[src/rtl/freq_meter_pkg.sv]
// Shared types and constants for the edge-counting frequency meter.
// Latency: n/a (declarations only).
// Backpressure: n/a (declarations only).
package freq_meter_pkg;

  typedef enum logic [1:0] {
    IDLE    = 2'd0,
    SETTLE  = 2'd1,
    MEASURE = 2'd2
  } state_t;

  // Cycles spent flushing the synchronizer before a window may open.
  localparam int SETTLE_CYCLES = 2;

  // Flops between the asynchronous pin and the first usable sample.
  localparam int SYNC_STAGES = 2;

  // Bits needed to count 0 .. cycles-1 (never narrower than one bit).
  function automatic int gate_w(input int cycles);
    return (cycles > 1) ? $clog2(cycles) : 1;
  endfunction

endpackage

[src/rtl/freq_meter_edge_sync.sv]
// Synchronizes the asynchronous input and flags its rising edges.
// Latency: a pin rise shows up on rise ~3 clk cycles later (+/-1 from metastability).
// Backpressure: none; rise is a free-running one-cycle pulse.
module freq_meter_edge_sync
  import freq_meter_pkg::*;
(
  input  logic CLK,
  input  logic RESETN,
  input  logic I,
  output logic rise
);

  // sr[0], sr[1] form the synchronizer; sr[2] is the delayed copy for edge detect.
  logic [SYNC_STAGES:0] sr;

  // Shift the pin through the synchronizer and the edge-detect flop.
  always_ff @(posedge CLK or negedge RESETN) begin
    if (!RESETN) begin
      sr <= '0;
    end else begin
      sr <= {sr[SYNC_STAGES-1:0], I};
    end
  end

  assign rise = sr[SYNC_STAGES-1] & ~sr[SYNC_STAGES];

endmodule

[src/rtl/freq_meter.sv]
// Counts rising edges of I over GATE_CYCLES-clock windows; FREQ_METER_PERIOD_EN adds edge-to-edge period output.
// Latency: O/OVF/VALID register one cycle after the closing gate cycle; first VALID GATE_CYCLES+3 cycles after EN rises.
// Backpressure: none; VALID/PVALID are one-cycle strobes, O/OVF/PERIOD hold until the next update.
module freq_meter
  import freq_meter_pkg::*;
#(
  parameter int GATE_CYCLES = 12000000,
  parameter int COUNT_W     = 26
) (
  input  logic               CLK,
  input  logic               RESETN,
  input  logic               EN,
  input  logic               I,
  output logic [COUNT_W-1:0] O,
  output logic               VALID,
  output logic               OVF
`ifdef FREQ_METER_PERIOD_EN
  ,
  output logic [COUNT_W-1:0] PERIOD,
  output logic               PVALID
`endif
);

  localparam int GW = gate_w(GATE_CYCLES);
  localparam int SW = gate_w(SETTLE_CYCLES);
  localparam logic [GW-1:0]      GATE_LAST   = GW'(GATE_CYCLES - 1);
  localparam logic [SW-1:0]      SETTLE_LAST = SW'(SETTLE_CYCLES - 1);
  localparam logic [COUNT_W-1:0] CNT_MAX     = {COUNT_W{1'b1}};

  state_t             state;
  state_t             state_nxt;
  logic               settle_done;
  logic               win_close;
  logic               measuring;
  logic               rise;
  logic [SW-1:0]      settle_cnt;
  logic [GW-1:0]      gate;
  logic [COUNT_W-1:0] edge_cnt;
  logic               sat;
  logic               cnt_at_max;
  logic [COUNT_W-1:0] cnt_inc;
  logic               ovf_hit;

  freq_meter_edge_sync u_sync (
    .CLK    (CLK),
    .RESETN (RESETN),
    .I      (I),
    .rise   (rise)
  );

  // State register.
  always_ff @(posedge CLK or negedge RESETN) begin
    if (!RESETN) begin
      state <= IDLE;
    end else begin
      state <= state_nxt;
    end
  end

  // Next state; dropping EN always wins, including over a window close.
  always_comb begin
    state_nxt   = state;
    settle_done = 1'b0;
    win_close   = 1'b0;
    if (!EN) begin
      state_nxt = IDLE;
    end else begin
      case (state)
        IDLE:    state_nxt = SETTLE;
        SETTLE: begin
          if (settle_cnt == SETTLE_LAST) begin
            state_nxt   = MEASURE;
            settle_done = 1'b1;
          end
        end
        MEASURE: begin
          if (gate == GATE_LAST) begin
            win_close = 1'b1;
          end
        end
        default: state_nxt = IDLE;
      endcase
    end
  end

  assign measuring  = EN && (state == MEASURE);
  assign cnt_at_max = (edge_cnt == CNT_MAX);
  assign cnt_inc    = cnt_at_max ? edge_cnt : edge_cnt + {{(COUNT_W-1){1'b0}}, rise};
  // Overflow means an edge arrived with nowhere left to count it.
  assign ovf_hit    = sat | (cnt_at_max & rise);

  // Settle timer: runs only while settling with EN held.
  always_ff @(posedge CLK or negedge RESETN) begin
    if (!RESETN) begin
      settle_cnt <= '0;
    end else if (EN && (state == SETTLE) && !settle_done) begin
      settle_cnt <= settle_cnt + SW'(1);
    end else begin
      settle_cnt <= '0;
    end
  end

  // Gate and edge counters; restart together at window close with no dead cycle.
  always_ff @(posedge CLK or negedge RESETN) begin
    if (!RESETN) begin
      gate     <= '0;
      edge_cnt <= '0;
      sat      <= 1'b0;
    end else if (!measuring || win_close) begin
      gate     <= '0;
      edge_cnt <= '0;
      sat      <= 1'b0;
    end else begin
      gate     <= gate + GW'(1);
      edge_cnt <= cnt_inc;
      sat      <= ovf_hit;
    end
  end

  // Latch the closing window's count (including its last-cycle edge) and strobe VALID.
  always_ff @(posedge CLK or negedge RESETN) begin
    if (!RESETN) begin
      O     <= '0;
      OVF   <= 1'b0;
      VALID <= 1'b0;
    end else begin
      VALID <= win_close;
      if (win_close) begin
        O   <= cnt_inc;
        OVF <= ovf_hit;
      end
    end
  end

`ifdef FREQ_METER_PERIOD_EN
  logic [COUNT_W-1:0] per_cnt;
  logic               per_armed;

  // Period counter: first edge in a measurement run only arms it, later edges report the gap.
  always_ff @(posedge CLK or negedge RESETN) begin
    if (!RESETN) begin
      per_cnt   <= '0;
      per_armed <= 1'b0;
      PERIOD    <= '0;
      PVALID    <= 1'b0;
    end else begin
      PVALID <= 1'b0;
      if (!measuring) begin
        per_cnt   <= '0;
        per_armed <= 1'b0;
      end else if (rise) begin
        if (per_armed) begin
          PERIOD <= per_cnt;
          PVALID <= 1'b1;
        end
        per_cnt   <= COUNT_W'(1);
        per_armed <= 1'b1;
      end else if (per_armed && (per_cnt != CNT_MAX)) begin
        per_cnt <= per_cnt + COUNT_W'(1);
      end
    end
  end
`endif

endmodule

[config.mk]
export PLATFORM = sky130hd
export DESIGN_NAME = freq_meter
export DESIGN_NICKNAME = d
export VERILOG_FILES = /design/src/rtl/freq_meter_pkg.sv /design/src/rtl/freq_meter_edge_sync.sv /design/src/rtl/freq_meter.sv
export SDC_FILE = /design/constraint.sdc
export NUM_CORES = 1
export LEC_CHECK = 0
export ABC_AREA = 1
export CORE_MARGIN = 8
export CORE_UTILIZATION = 35
export DETAILED_ROUTE_END_ITERATION = 10
export PLACE_DENSITY = 0.59
export SLEW_MARGIN = 40
export SYNTH_ARGS = -nofsm -noshare
export SYNTH_HDL_FRONTEND = slang
export SYNTH_SLANG_ARGS = --single-unit
[constraint.sdc]
create_clock -name CLK -period 1.7 [get_ports CLK]
set_input_delay 0.17 -clock CLK [delete_from_list [all_inputs] [get_ports CLK]]
set_output_delay 0.17 -clock CLK [all_outputs]
set_load 0.02 [all_outputs]
Yosys cells after proc, flatten, opt, wreduce, memory -nomap -nowiden
Index checks and enable logic that the tools add are counted. Widths: inputs -> output; s select.

Bits in registers: 85. Input port bits: 4. Output and inout port bits: 28. Logic and storage cells: 44.

Multiplexer cells: 14. Reductions and logical operators: 8. Bitwise operators: 4. $add $sub $neg: 3. Eq/ne operators: 6.

Operators by type and width (number): $mux 26 (2); $add 26x1->26 (1); $eq 26x26->1 const B (1); $add 24x1->24 const B (1); $eq 24x24->1 const B (1); $mux 24 (1); $mux 1 (8); $pmux 2 s3 (1); $mux 2 (2); $logic_and 1x1->1 (3); $ne 3x3->1 const B (1); $and 1x1->1 (2); $eq 2x1->1 const B (1); $eq 2x2->1 const B (1); $logic_not 1->1 (2); $logic_not 2->1 (1); $ne 2x2->1 const B (1); $reduce_and 2->1 (1); $add 1x1->1 const B (1); $logic_or 1x1->1 (1); $not 1->1 (1); $or 1x1->1 (1).

Depth between registers and ports, before layout
Depth in word-level cells: 6. Gate-level depth with buffers: 13. Gate-level depth less buffers: 13.

Hierarchy
From an unflattened synthesis, not the netlist that was laid out.

Cell total of the unflattened synthesis: 637. Area, all modules: 4510.6 µm².

Modules (own cells, without submodules): freq_meter (area each 4425.5 µm², sequential area each 2052.0 µm², cells each 632, instances 1); freq_meter_edge_sync (area each 85.1 µm², sequential area each 75.1 µm², cells each 5, instances 1).

Least setup slack after synthesis
No wires, ideal clock.

Kind: register -> register. Start: reg u_sync.sr[2]. End: reg edge_cnt[4]. Library setup time: 0.067 ns. Cell stages (with the launch flop): 10. Data arrival time: 1.716 ns. Required time: 1.633 ns. Path buffers: 0. Slack: -0.083 ns. Cell sequence: dfrtp_1 -> nor2_1 -> ha_1 -> ha_1 -> inv_1 -> nor2_2 -> inv_1 -> or2_2 -> nand3_1 -> and3_1.

Word-level cells in the longest chain between the ends: 5.

RTL lines: from (decl) (RTL line freq_meter_edge_sync.sv:14) `logic [SYNC_STAGES:0] sr;`; from (signal assigned) (RTL line freq_meter_edge_sync.sv:21) `sr <= {sr[SYNC_STAGES-1:0], I};`; $not 1->1 (RTL line freq_meter_edge_sync.sv:25) `assign rise = sr[SYNC_STAGES-1] & ~sr[SYNC_STAGES];`; $and 1x1->1 (RTL line freq_meter_edge_sync.sv:25); $add 26x1->26 (RTL line freq_meter.sv:88) `assign cnt_inc = cnt_at_max ? edge_cnt : edge_cnt + {{(COUNT_W-1){1'b0}}, rise};`; $mux 26 (RTL line freq_meter.sv:88); $mux 26 (RTL line freq_meter.sv:109) `end else if (!measuring || win_close) begin`; to (signal assigned) (RTL line freq_meter.sv:115) `edge_cnt <= cnt_inc;`; to (decl) (RTL line freq_meter.sv:38) `logic [COUNT_W-1:0] edge_cnt;`.

No other way between the ends. A chain may end at the register's enable or synchronous reset.

Worst setup path after layout
Start: reg u_sync.sr[1]. End: reg edge_cnt[24].

Word-level cells in the longest chain between the ends: 4.

RTL lines (RTL line): $and 1x1->1 (freq_meter_edge_sync.sv:25); $add 26x1->26 (freq_meter.sv:88); $mux 26 (freq_meter.sv:88); $mux 26 (freq_meter.sv:109).

No other way between the ends.

==> flow_summary.toml <==
[power_and_ir_drop]
sequentialPowerShare_pct = 47.8
switching_share_pct = 21.07
ir_drop_uv = 468.0
p_int_uw = 3363
clockPowerShare_pct = 50.1
p_sw_uw = 897.8
p_total_uw = 4261
p_comb_share_pct = 2.1
p_per_area_nw_per_um2 = 739.6
power.leakage_uw = 0.002601

[sta]
slew_headroom_pct = 69.44
tightest_slew_ps = 458.4
skew_ps = 8.426
maxSlewViolCount = 0
final.period_utilization_pct = 97.73
fmax_mhz = 601.9
hold_viol_final = 0
rsz0062_at_grt = "true"
setup_violations = 0
post-route-min-period_ps = 1661

[critical_path]
critPathRequiredTime_ps = 1940
cp_max_fo = 4
cp-startpoint = "u_sync.sr[1]"
reg2reg_to = "edge_cnt[24]"
slowest_stage = "dfrtp_1"
r2r_slack_ps = 40
path_buf_inv = 3
critPathArrivalTime_ps = 1900
path_class = "reg2reg"
crit_family = "simple AND/OR/NAND/NOR gates"
cp_cell_sequence = "inv_2 > nor2_4 > ha_4 > ha_4 > inv_2 > nor2_4 > nand2_2 > inv_2 > nand2_1 > nand2_1 > nand3_2 > nor2b_1"
cpMostUsedCell = "inv_2"
cpPeakStageDelay_ps = 350
cp.depth = 12
endpoint = "edge_cnt[24]"
ff2ff_path_depth = 12
r2r_start = "u_sync.sr[1]"
cp-end-kind = "flop"
crit_path_start_kind = "flop"

[place]
placed_area_sq_um = 5261
numPortBuffers = 31
finalWeightedCongestion = 0.9528
dp.cells = 827
place_hpwl_um = 8339

[yosys]
synth_area_leaders = "dfrtp_1 (48%), nand2_1 (18%), nor2_1 (7.7%)"
async_reset_ff_share_pct = 100.0
synth_edf_count = 0
yosys_warnings = 0
synth_flop_cell = "dfrtp_1"
synth_top_area_share_pct = 47.77
syn_area_per_cell_sq_um = 7.459
syn_inst = 597
netlist_area_sq_um = 4453
synth_fp_nets = 604
synth_seq_cells = 85
seq_area_frac_synth_pct = 47.77
synth_top_area_cell = "dfrtp_1"
synth.distinct_cells = 32

[final_layout]
fillers = 1311
nNetsFinal = 676
antenna_cells = 0
final_cells = 846
syn_to_final_growth_pct = 29.36
drive_above_1_share_pct = 16.02
final_cell_area_sq_um = 5761

[clocking]
htreeDepth = 3
clk_latency_ps = 350
cts_tree = "yes"
cts_sinks = 85
ctsLongestPathBuffers = 2
cts_buffers = 9
clk_pin_slew_ps = 60
root_buffer = "clkbuf_16"

[min_path]
hp-class = "in2reg"
whs_path_depth = 1

[floorplan]
core_area_sq_um = 12520
die_y_um = 128.8
rows = 41
dieArea_sq_um = 16590
die_x_um = 128.8
initial_core_util_pct = 35.58
pin_count = 32

[global_route]
gr-total-overflow = 0
grt_start_max_net_pins = 34
grt_pass1_wl_um = 19440
grt_usage_pct = 14.79
grt_pass1_vias = 4099
antenna_found_initial = 0

[drt]
drc = 0
vias_per_cell = 4.647
vias = 3931
wl_per_cell_um = 13.49
ant_nets = 0
drtIter0Drc = 201
drt_pass1_iterations = 4
wl_um = 11420

[flow_run]
cap_violations = 0

[status]
run_status = "finished, final reports clean"
==> cell usage in the layout, fill, tap and decap left out, types with 2 or more instances in the layout <==
cell             netlist  final
a21oi_1                8      8
and3_1                 6      5
buf_12                 0      6
buf_4                  4     32
buf_6                  2      2
clkbuf_16              0      9
clkbuf_8               0      4
clkdlybuf4s50_1        0     30
dfrtp_1               85     85
ha_4                   0      2
inv_1                 59     52
inv_2                  3     10
nand2_1              212    205
nand2_2                1      6
nand2_4                2      2
nand2_8                0      2
nand3_1               45     38
nand3_2                1      8
nand4_1               10     10
nor2_1                91     85
nor2_2                 4      5
nor2_4                 2      7
nor2b_1                8      8
nor3_1                 8      8
o21ai_0                9      5
o21ai_1                0      3
o21ai_2                3      4
o21bai_1               3      3
or2_1                  2      2
or2_2                  4      3
xnor2_1                9      9
xor2_1                 5      5
==> flip-flops by register name (all words and copies together) (netlist names), 2 cells and up <==
signal     count
O             26
state          2
edge_cnt      26
u_sync.sr      3
gate          24
==> synth_stat cells (5+ instances only) <==
cell,n
a21oi_1,8
nor2b_1,8
xor2_1,5
and3_1,6
nor3_1,8
dfrtp_1,85
nand4_1,10
inv_1,59
nand2_1,212
o21ai_0,9
xnor2_1,9
nand3_1,45
nor2_1,91
==> kinds of logic (layout without fill, tap and decap cells) <==
| kind of cell | Yosys count | count (layout) | synth area share [%] |
|---|---|---|---|
| flip-flops | 85 | 85 | 47.77 |
| adder cells (fa/ha/maj) | 3 | 3 | 0.8430 |
| XOR/XNOR | 14 | 14 | 2.754 |
| AND/OR/NAND/NOR | 397 | 397 | 38.02 |
| buffers and inverters | 73 | 150 | 7.277 |
| AO/OA/AOI/OAI | 25 | 25 | 3.344 |
==> what timing repair did <==
item / CTS / global route
gates resized for setup: 10 / 37
pin swaps: 4 / 16
setup buffers: 1 / 1
hold buffers: 1 / 0
hold endpoints to repair: 31 / 0
endpoints found under the setup margin: 19 / 49
==> metrics by stage <==
step	setup WS [ps]	TNS (ps)	util, %	hold slack (ps)
finish	38.51	0	46.02	285.7
global route	-77.51	-367.7	46.02	283.2
CTS	4.027	0	44.95	278.1
detailed placement	-256.3	-1040	42.03	157.0
global placement	-231.4	-902.0	42.03	141.0
floorplan	17.85	0	-	-125.6
==> how the worst min path moves through the flow <==
stage | startpoint | to | slack, ps
6_report | I | u_sync.sr[0] | 290
5_1_grt | I | u_sync.sr[0] | 280
4_1_cts | I | u_sync.sr[0] | 280
3_5_place_dp | RESETN | O[17] | 160
3_3_place_gp | RESETN | O[17] | 140
2_1_floorplan | RESETN | OVF | -130
==> power by group through the flow <==
stage	registers, uW	clock network, uW	logic (uW)
after CTS	2040	2180	91.0
final	2040	2130	88.4
after global routing	2040	2270	103
after detailed placement	2080	0	88.5
after global placement	2080	0	85.4
after floorplan	2070	0	17.2
==> layout make-up <==
type / count / area [sq um] / share of cell area (%)
Clock buffer: 14 / 284.0 / 4.930
Clock inverter: 2 / 38.79 / 0.6733
Inverter: 63 / 244.0 / 4.235
Multi-Input combinational cell: 439 / 2158 / 37.47
Sequential cell: 85 / 2127 / 36.92
Tap cell: 172 / 215.2 / 3.736
Timing Repair Buffer: 71 / 693.2 / 12.03
==> metal layers <==
layer / track usage (%) / share of wire (%)
met4: 6.289 / 2.3
met3: 3.434 / 3.5
met2: 25.55 / 50
met5: 0 / 0
met1: 17.22 / 44
Power figures use the tool's default switching activity.
